File: src/rtl/text_ram_pkg.sv
// Shared constants and FSM encoding for the text RAM write engine.
// Control codes and the printable range are fixed ASCII values; the state type
// gains StRowClr when TEXT_WRITER_ROW_CLEAR_EN is defined.
package text_ram_pkg;

  localparam logic [7:0] CH_LF     = 8'h0A;
  localparam logic [7:0] CH_CR     = 8'h0D;
  localparam logic [7:0] CH_BS     = 8'h08;
  localparam logic [7:0] PRINT_MIN = 8'h20;
  localparam logic [7:0] PRINT_MAX = 8'h7E;

`ifdef TEXT_WRITER_ROW_CLEAR_EN
  typedef enum logic [1:0] {
    StIdle   = 2'd0,
    StPut    = 2'd1,
    StClear  = 2'd2,
    StRowClr = 2'd3
  } wr_state_e;
`else
  typedef enum logic [1:0] {
    StIdle  = 2'd0,
    StPut   = 2'd1,
    StClear = 2'd2
  } wr_state_e;
`endif

endpackage

File: src/rtl/text_ram_writer_if.sv
// Character stream into the text RAM writer.
//   char_valid  source -> engine  char_data holds a character
//   char_data   source -> engine  character or control code
//   char_ready  engine -> source  engine can accept a character this cycle
//   clear_req   source -> engine  single-cycle clear-screen request
// master = character source (CPU/UART), slave = text_ram_writer.
interface text_ram_writer_if #(
  parameter int unsigned DATA_WIDTH = 8
) ();

  logic                  char_valid;
  logic [DATA_WIDTH-1:0] char_data;
  logic                  char_ready;
  logic                  clear_req;

  modport master (
    output char_valid,
    output char_data,
    output clear_req,
    input  char_ready
  );

  modport slave (
    input  char_valid,
    input  char_data,
    input  clear_req,
    output char_ready
  );

endinterface

File: src/rtl/text_cursor.sv
// Cursor counters for the text RAM writer: row, column and row_base (= row*COLS),
// the latter kept as a running sum so no multiplier is needed.
// Ports:
//   clk, rst             clock, synchronous active-high reset
//   inc                  advance one column, wrapping to the next row at COLS-1
//   newline              column 0, next row
//   cr                   column 0, same row
//   back                 column - 1 (caller guarantees col > 0)
//   home                 cursor to (0,0); highest priority
//   row, col, row_base   current cursor state
//   row_adv              combinational: this cycle's command moves to a new row
// Rows wrap from ROWS-1 to 0 (no scrolling).
module text_cursor #(
  parameter int unsigned COLS       = 80,
  parameter int unsigned ROWS       = 30,
  parameter int unsigned ADDR_WIDTH = 12
) (
  input  logic                    clk,
  input  logic                    rst,
  input  logic                    inc,
  input  logic                    newline,
  input  logic                    cr,
  input  logic                    back,
  input  logic                    home,
  output logic [$clog2(ROWS)-1:0] row,
  output logic [$clog2(COLS)-1:0] col,
  output logic [ADDR_WIDTH-1:0]   row_base,
  output logic                    row_adv
);

  localparam int unsigned RW = $clog2(ROWS);
  localparam int unsigned CW = $clog2(COLS);

  always_comb begin
    row_adv = newline || (inc && (col == CW'(COLS - 1)));
  end

  always_ff @(posedge clk) begin
    if (rst || home) begin
      row      <= '0;
      col      <= '0;
      row_base <= '0;
    end else if (row_adv) begin
      col <= '0;
      if (row == RW'(ROWS - 1)) begin
        row      <= '0;
        row_base <= '0;
      end else begin
        row      <= row + RW'(1);
        row_base <= row_base + ADDR_WIDTH'(COLS);
      end
    end else if (inc) begin
      col <= col + CW'(1);
    end else if (cr) begin
      col <= '0;
    end else if (back) begin
      col <= col - CW'(1);
    end
  end

endmodule

File: src/rtl/text_ram_writer.sv
// Write-side engine for the dual-port text RAM (VGA scanner owns the read port).
// Accepts characters, tracks a cursor and drives the RAM write port; also runs a
// full-screen clear.
// Ports:
//   clk, rst                clock, synchronous active-high reset
//   chars (slave)           char_valid/char_data/char_ready handshake + clear_req
//   busy                    high while the FSM is not idle
//   we, write_addr, data    registered RAM write port
//   cursor_row, cursor_col  current cursor position
// Option TEXT_WRITER_ROW_CLEAR_EN: every row advance (LF or wrap) fills the new
// row with FILL_CHAR before accepting the next character.
module text_ram_writer
  import text_ram_pkg::*;
#(
  parameter int unsigned          DATA_WIDTH = 8,
  parameter int unsigned          ADDR_WIDTH = 12,
  parameter int unsigned          COLS       = 80,
  parameter int unsigned          ROWS       = 30,
  parameter logic [DATA_WIDTH-1:0] FILL_CHAR = 8'h20
) (
  input  logic                    clk,
  input  logic                    rst,
  text_ram_writer_if.slave        chars,
  output logic                    busy,
  output logic                    we,
  output logic [ADDR_WIDTH-1:0]   write_addr,
  output logic [DATA_WIDTH-1:0]   data,
  output logic [$clog2(ROWS)-1:0] cursor_row,
  output logic [$clog2(COLS)-1:0] cursor_col
);

  localparam logic [ADDR_WIDTH-1:0] LastAddr = ADDR_WIDTH'(COLS * ROWS - 1);

  wr_state_e             state_q;
  logic                  accept, clear_go;
  logic                  is_print, is_lf, is_cr, is_bs, col_nz;
  logic                  row_adv;
  logic [ADDR_WIDTH-1:0] row_base;
  logic [ADDR_WIDTH-1:0] cur_addr;

  always_comb begin
    clear_go = (state_q == StIdle) && chars.clear_req;
    // clear_req wins: a same-cycle character is dropped, not consumed.
    accept   = (state_q == StIdle) && chars.char_valid && !chars.clear_req;
    is_print = (chars.char_data >= DATA_WIDTH'(PRINT_MIN)) &&
               (chars.char_data <= DATA_WIDTH'(PRINT_MAX));
    is_lf    = chars.char_data == DATA_WIDTH'(CH_LF);
    is_cr    = chars.char_data == DATA_WIDTH'(CH_CR);
    is_bs    = chars.char_data == DATA_WIDTH'(CH_BS);
    col_nz   = cursor_col != '0;
    cur_addr = row_base + ADDR_WIDTH'(cursor_col);
    chars.char_ready = (state_q == StIdle);
    busy     = (state_q != StIdle);
  end

  text_cursor #(
    .COLS       (COLS),
    .ROWS       (ROWS),
    .ADDR_WIDTH (ADDR_WIDTH)
  ) u_cursor (
    .clk      (clk),
    .rst      (rst),
    .inc      (accept && is_print),
    .newline  (accept && is_lf),
    .cr       (accept && is_cr),
    .back     (accept && is_bs && col_nz),
    .home     (clear_go),
    .row      (cursor_row),
    .col      (cursor_col),
    .row_base (row_base),
    .row_adv  (row_adv)
  );

`ifdef TEXT_WRITER_ROW_CLEAR_EN
  localparam int unsigned FW = $clog2(COLS + 1);
  logic [FW-1:0] fill_idx_q;
`else
  logic unused_row_adv;
  assign unused_row_adv = row_adv;
`endif

  // Write-port outputs are registered at the accept edge, alongside the cursor
  // update, so we and the new cursor appear in the same cycle.
  always_ff @(posedge clk) begin
    if (rst) begin
      state_q    <= StIdle;
      we         <= 1'b0;
      write_addr <= '0;
      data       <= '0;
`ifdef TEXT_WRITER_ROW_CLEAR_EN
      fill_idx_q <= '0;
`endif
    end else begin
      case (state_q)
        StIdle: begin
          we <= 1'b0;
          if (clear_go) begin
            state_q    <= StClear;
            we         <= 1'b1;
            write_addr <= '0;
            data       <= FILL_CHAR;
          end else if (accept) begin
`ifdef TEXT_WRITER_ROW_CLEAR_EN
            state_q    <= row_adv ? StRowClr : StPut;
            fill_idx_q <= '0;
`else
            state_q    <= StPut;
`endif
            if (is_print) begin
              we         <= 1'b1;
              write_addr <= cur_addr;
              data       <= chars.char_data;
            end else if (is_bs && col_nz) begin
              we         <= 1'b1;
              write_addr <= cur_addr - ADDR_WIDTH'(1);
              data       <= FILL_CHAR;
            end
          end
        end
        StPut: begin
          we      <= 1'b0;
          state_q <= StIdle;
        end
        StClear: begin
          // write_addr doubles as the clear counter.
          if (write_addr == LastAddr) begin
            we      <= 1'b0;
            state_q <= StIdle;
          end else begin
            we         <= 1'b1;
            write_addr <= write_addr + ADDR_WIDTH'(1);
            data       <= FILL_CHAR;
          end
        end
`ifdef TEXT_WRITER_ROW_CLEAR_EN
        StRowClr: begin
          // row_base already points at the new row here.
          if (fill_idx_q == FW'(COLS)) begin
            we      <= 1'b0;
            state_q <= StIdle;
          end else begin
            we         <= 1'b1;
            write_addr <= row_base + ADDR_WIDTH'(fill_idx_q);
            data       <= FILL_CHAR;
            fill_idx_q <= fill_idx_q + FW'(1);
          end
        end
`endif
        default: begin
          we      <= 1'b0;
          state_q <= StIdle;
        end
      endcase
    end
  end

endmodule

File: src/flat_wrapper.sv
// flat-port wrapper written by rule: the top's interface ports become plain ports
module text_ram_writer_flat import text_ram_pkg::*;
#(
  parameter int unsigned          DATA_WIDTH = 8,
  parameter int unsigned          ADDR_WIDTH = 12,
  parameter int unsigned          COLS       = 80,
  parameter int unsigned          ROWS       = 30,
  parameter logic [DATA_WIDTH-1:0] FILL_CHAR = 8'h20
)
  (clk, rst, busy, we, write_addr, data, cursor_row, cursor_col, chars_char_valid, chars_char_data, chars_clear_req, chars_char_ready);
  text_ram_writer_if #(.DATA_WIDTH(DATA_WIDTH)) chars_i ();
  input  logic clk;
  input  logic rst;
  output logic busy;
  output logic we;
  output logic [ADDR_WIDTH-1:0] write_addr;
  output logic [DATA_WIDTH-1:0] data;
  output logic [$clog2(ROWS)-1:0] cursor_row;
  output logic [$clog2(COLS)-1:0] cursor_col;
  input wire logic [$bits(chars_i.char_valid)-1:0] chars_char_valid;
  input wire logic [$bits(chars_i.char_data)-1:0] chars_char_data;
  input wire logic [$bits(chars_i.clear_req)-1:0] chars_clear_req;
  output wire logic [$bits(chars_i.char_ready)-1:0] chars_char_ready;
  assign chars_i.char_valid = chars_char_valid;
  assign chars_i.char_data = chars_char_data;
  assign chars_i.clear_req = chars_clear_req;
  assign chars_char_ready = chars_i.char_ready;
  text_ram_writer #(.DATA_WIDTH(DATA_WIDTH), .ADDR_WIDTH(ADDR_WIDTH), .COLS(COLS), .ROWS(ROWS), .FILL_CHAR(FILL_CHAR)) u_core (.clk(clk), .rst(rst), .chars(chars_i), .busy(busy), .we(we), .write_addr(write_addr), .data(data), .cursor_row(cursor_row), .cursor_col(cursor_col));
endmodule
File: config.mk
export PLATFORM = sky130hd
export DESIGN_NAME = text_ram_writer_flat
export DESIGN_NICKNAME = d
export VERILOG_FILES = /design/src/rtl/text_ram_pkg.sv /design/src/rtl/text_ram_writer_if.sv /design/src/rtl/text_cursor.sv /design/src/rtl/text_ram_writer.sv /design/src/flat_wrapper.sv
export SDC_FILE = /design/constraint.sdc
export NUM_CORES = 1
export LEC_CHECK = 0
export CORE_UTILIZATION = 37
export DETAILED_ROUTE_END_ITERATION = 8
export GPL_ROUTABILITY_DRIVEN = 0
export PLACE_DENSITY_LB_ADDON = 0.12
export SLEW_MARGIN = 20
export SYNTH_ARGS = -nofsm -noshare
export SYNTH_HDL_FRONTEND = slang
export SYNTH_SLANG_ARGS = --single-unit
File: constraint.sdc
create_clock -name clk -period 2.87 [get_ports clk]
set_input_delay 0.287 -clock clk [delete_from_list [all_inputs] [get_ports clk]]
set_output_delay 0.287 -clock clk [all_outputs]
set_load 0.05 [all_outputs]
Word level (Yosys, flattened, before mapping) --
Cells that the tools add are included.
Word-level totals: bits in registers 47, latch bits 0, output and inout port bits 35, memory bits (read-only) 0, bits in writable memories 0, input port bits 12, memories kept 0, logic and storage cells 76
Operators by class: div/mod/pow operators 0, $mul 0, magnitude comparators 2, muxes and demuxes 27, bitwise gates (word level) 0, shift-type cells 0, reduce and logical (&&, ||, !) cells 22, equal/unequal tests 11, $add $sub $neg 7
Operators by type and width (count):
- 12-bit 2-to-1 mux | 6
- 8-bit 2-to-1 mux | 5
- 8-bit by 4-bit equality test with 1-bit output (second input constant) | 3
- 12-bit case mux with 2 select lines | 1
- 7-bit 2-to-1 mux | 3
- 8-bit case mux with 2 select lines | 1
- 12-bit by 1-bit adder with 12-bit output (second input constant) | 1
- 12-bit by 7-bit adder with 12-bit output | 1
- 12-bit by 7-bit adder with 12-bit output (second input constant) | 1
- 12-bit equality test (second input constant) | 1
- 12-bit by 1-bit subtractor with 12-bit output (second input constant) | 1
- 1-bit logical AND | 11
- 8-bit by 6-bit >= comparator with 1-bit output (second input constant) | 1
- 8-bit by 7-bit less-or-equal comparator with 1-bit output (second input constant) | 1
- 7-bit by 1-bit adder with 7-bit output (second input constant) | 1
- 7-bit equality test (second input constant) | 1
- 7-bit nonzero test | 1
- 7-bit by 1-bit subtractor with 7-bit output (second input constant) | 1
- 2-bit 2-to-1 mux | 3
- 5-bit by 1-bit adder with 5-bit output (second input constant) | 1
- 5-bit equality test (second input constant) | 1
- 1-bit 2-to-1 mux | 5
- 5-bit 2-to-1 mux | 1
- 4-bit by 1-bit inequality test with 1-bit output (second input constant) | 1
- 14 further kinds | 16

Logic depth before layout (Yosys ltp) --
depth in word-level cells 8, depth in mapped cells 10

Hierarchy --
A second synthesis with hierarchy kept.
Unflattened totals: cell total of the unflattened synthesis 398, area, all modules 3244.4 sq um
By module, submodules not included:
- text_ram_writer | sequential area each 460.4 sq um, times used 1, cells an instance 257, area each 2015.7 sq um
- text_cursor | sequential area each 400.4 sq um, times used 1, cells an instance 141, area each 1228.7 sq um

Worst setup path after synthesis --
No wires, ideal clock.
kind register to register, start point register u_core.state_q[0], end point register u_core.write_addr[9], period minus slack after synthesis 2696 ps, buffers on the path 1, setup slack 174 ps, stages on the path, launching flop included 9, setup time 78 ps, arrival time 2618 ps, data required time 2792 ps, cells stage by stage dfxtp_1 nor2_1 inv_1 o21a_1 a31oi_1 buf_2 nor2_1 o22a_1 nor3_1
Between the ends: cells in the longest elaborated chain, start to end 5, elaborated cells between the ends (all ways) 12
RTL lines:
- from (decl) | RTL line text_ram_writer.sv:34 | wr_state_e state_q;
- from (signal assigned) | RTL line text_ram_writer.sv:86 | state_q <= StIdle;
- from (signal assigned) | RTL line text_ram_writer.sv:98 | state_q <= StClear;
- from (signal assigned) | RTL line text_ram_writer.sv:107 | state_q <= StPut;
- 2-bit zero test *
- via chars_char_ready | RTL line flat_wrapper.sv:23 | output wire logic [$bits(chars_i.char_ready)-1:0] chars_char_ready;
- 1-bit logical AND (2 in series) | RTL line text_ram_writer.sv:44 | accept = (state_q == StIdle) && chars.char_valid && !chars.clear_req;
- 3-bit by 1-bit inequality test with 1-bit output (no line)
- 4-bit AND reduction (no line)
- to (signal assigned) | RTL line text_ram_writer.sv:111 | write_addr <= cur_addr;
- to (signal assigned) | RTL line text_ram_writer.sv:115 | write_addr <= cur_addr - ADDR_WIDTH'(1);
- to (signal assigned) | RTL line text_ram_writer.sv:131 | write_addr <= write_addr + ADDR_WIDTH'(1);
- to (decl) | RTL line text_ram_writer.sv:26 | output logic [ADDR_WIDTH-1:0] write_addr,
Mark *: on every way through the listed nets, which the timed path passes. The rest lies on a longest branch. A chain may end at the register's enable or synchronous reset.

Worst setup path after layout --
start point input chars_char_data[1], end point register u_core.u_cursor.col[5]
Between the ends: cells in the longest elaborated chain, start to end 6, elaborated cells between the ends (all ways) 17
RTL lines:
- from (decl) | RTL line flat_wrapper.sv:21 | input wire logic [$bits(chars_i.char_data)-1:0] chars_char_data;
- 8-bit by 6-bit >= comparator with 1-bit output or 8-bit by 7-bit less-or-equal comparator with 1-bit output (tied branches) | RTL line text_ram_writer.sv:45, text_ram_writer.sv:46
- 1-bit logical AND | RTL line text_ram_writer.sv:45 | is_print = (chars.char_data >= DATA_WIDTH'(PRINT_MIN)) &&
- 1-bit logical AND | RTL line text_ram_writer.sv:63 | .inc (accept && is_print),
- 1-bit logical AND | RTL line text_cursor.sv:35 | row_adv = newline || (inc && (col == CW'(COLS - 1)));
- 1-bit logical OR | RTL line text_cursor.sv:35
- 2-bit OR reduction (no line)
- to (signal assigned) | RTL line text_cursor.sv:53 | col <= col + CW'(1);
- to (signal assigned) | RTL line text_cursor.sv:57 | col <= col - CW'(1);
- to (decl) | RTL line text_cursor.sv:26 | output logic [$clog2(COLS)-1:0] col,
Several ways; a longest one is shown, not always the timed one.

==> reports/metrics.yaml <==
outcome: "completed"
cts_buffer_depth: 2
fin_area_mm2: 0.00342
track_usage_pct: 20.1
p_clk_share_pct: 27.4
dpl.hpwl_mm: 5.35
top_layer: "met4"
cts_root_buf: "clkbuf_8"
synthMuxAreaShare_pct: 0.369
wl_met3_um: 319
placed_cells: 499
fmax_mhz: 418
initial_core_util_pct: 39.0
grt_first_pass_wirelength_mm: 12.1
syn_area_mm2: 0.00271
instances_no_fill: 507
cp.arrival_ns: 2.58
synth_xor_xnor_area_share_pct: 8.40
placedInstanceArea_mm2: 0.00333
p_int_uw: 918
peakVddDrop_mv: 0.303
synth_compound_area_share_pct: 21.7
cts_hold_buf: 0
p_seq_share_pct: 47.4
cts_sinks: 43
skew_ns: 0.0118
antenna_found_initial: 0
grt_setup_unrepaired: "no"
finalNetCount: 433
worst_pin_slew_ns: 0.575
cp-start-kind: "input port"
yosysTopAreaCell: "dfxtp_1"
ys_async_sr_fraction_pct: 0
syn_nets: 381
antenna_cells: 0
clock_latency_ns: 0.30
rows: 30
ioPinCount: 47
synth_cells: 358
synth_fa_ha_area_share_pct: 5.08
drt.antenna.violating_nets: 0
synth_ff_type: "dfxtp_1"
switchingPower_uw: 440
min_period_over_period_pct: 83.4
p_comb_share_pct: 25.2
vias_per_cell: 5.34
yosysSeqAreaShare_pct: 31.8
slew_viol_final: 0
vias: 2705
grt_max_degree: 24
synthSimpleGateAreaFrac_pct: 29.2
ys_warn_count: 0
layout_common_cells: "nor2_1, clkdlybuf4s50_1, dfxtp_1, nand2_1, nand3_1"
hold_viol: 0
drive_gt1_share_pct: 7.54
ys_top_cells_by_area: "dfxtp_1, nor2_1, xnor2_1"
setup_viol: 0
dp_slack_ns: 0.181
synth_edf_count: 0
p_leak_nw: 1.27
grt_overflow: 0
min_path_type: "reg -> reg"
dr_wl_met2_mm: 3.17
worstSetupPathType: "in -> reg"
ys_types: 54
avgRoutedWirePerCell_um: 14.0
die_area_mm2: 0.00767
grt_pass1_vias: 2509
first_pass_iters: 4
fin_crit_ns: 2.39
drt-total-wl_mm: 7.11
drt_iter0_markers: 148
critPathRequiredTime_ns: 3.06
final.setup.worst_slack_ns: 0.477
die_h_um: 87.6
fin_tns_setup_ns: 0
ys_ff_latch: 43
cts_inserted_buffers: 5
clk_pin_slew_ns: 0.08
die_w_um: 87.6
synth_top_family_by_area: "simple AND/OR/NAND/NOR gates"
power_density_mw_per_mm2: 397
crit_path_end_kind: "register"
path_max_fanout: 12
cap_violations: 0
cts_setup_buffers: 0
core_mm2: 0.00694
slew-limit-headroom_pct: 61.5
syn2layout_area_growth_pct: 26.0
cts_tree: "done"
final_common_cell: "nor2_1"
wl_met1_mm: 3.53
avgSynthCellArea_um2: 7.57
io_buffer_count: 46
drcViolationCount: 0
synth_top_area_share_pct: 31.8
swShare_pct: 32.4
htree_levels: 2
cts_resized: 0
[registers in the layout, summed over array words and instances, names as in the netlist]
signal                    count
u_core.u_cursor.col           7
u_core.state_q                2
u_core.we                     1
u_core.u_cursor.row_base      8
u_core.u_cursor.row           5
u_core.data                   8
u_core.write_addr            12
[routing by layer]
layer  global-route usage [%]  vias to the layer above
met4                     6.71                        0
met3                     3.49                        9
met2                     31.5                       60
met5                        0                        -
met1                     27.9                     1247
li1                         -                     1389
[kinds of logic (layout without fill, tap and decap cells)]
logic type,Yosys count,in the layout
AOI/OAI and AO/OA,91,91
xor gates and xnor gates,26,26
adders and majority gates,11,11
buffers and inverters,23,76
DFF,43,43
muxes,1,1
and+or+nand+nor,163,163
[cell usage after synthesis (2+ instances only)]
cell,n
o22ai_1,3
a211oi_1,7
nand2_1,35
a22oi_1,6
xor2_1,8
clkbuf_1,9
o32ai_1,2
nor2_2,2
and2_1,4
nand2b_1,4
buf_2,7
or3_1,2
nor2_1,57
a21oi_1,23
a221oi_1,2
dfxtp_1,43
nor3_1,8
inv_1,7
o32a_1,2
nand4_1,2
nor4b_1,2
a211o_1,2
nand3b_1,3
o22a_1,2
xnor2_1,18
o21ai_0,22
and4_1,3
a31oi_1,8
nand3_1,24
and3_1,7
ha_1,11
[critical path: stages]
cell	delay, ns
clkdlybuf4s50_1	0.56
and4_1	0.24
a211o_1	0.35
nor2_1	0.18
or2_2	0.37
nor2_1	0.26
nor2_1	0.09
o221a_2	0.25
[stage by stage]
stage	hold slack (ns)	power, mW	util (%)
after global placement	0.440	0.997	48.0
after detailed placement	0.446	0.998	48.0
after CTS	0.458	1.37	49.2
after global routing	0.474	1.44	49.2
after floorplan	0.371	0.879	-
final	0.458	1.36	49.2
[power by group through the flow]
stage	logic (mW)	registers (mW)	clock network, mW
5_1_grt	0.372	0.648	0.415
6_report	0.342	0.644	0.372
3_3_place_gp	0.340	0.658	0
3_5_place_dp	0.340	0.658	0
4_1_cts	0.342	0.643	0.386
2_1_floorplan	0.159	0.720	0
[path summary, 6_finish.rpt]
kind / startpoint / to / slack [ns] / cells after the start
hold reg to reg: u_core.data[4] / u_core.data[4] / 0.46 / 2
setup reg to reg: u_core.u_cursor.col[1] / u_core.write_addr[9] / 0.49 / 9
hold / removal: u_core.data[4] / u_core.data[4] / 0.46 / 2
setup / recovery: chars_char_data[1] / u_core.u_cursor.col[5] / 0.48 / 8
[layout make-up]
cell class | count | area, um^2
clock inverter | 1 | 5.00
inverter | 7 | 26.3
fill | 707 | 3530
multi-input combinational | 292 | 1750
tap | 96 | 120
clock buffer | 7 | 76.3
sequential | 43 | 861
timing repair buffer | 61 | 573
(Power assumes the default switching activity.)
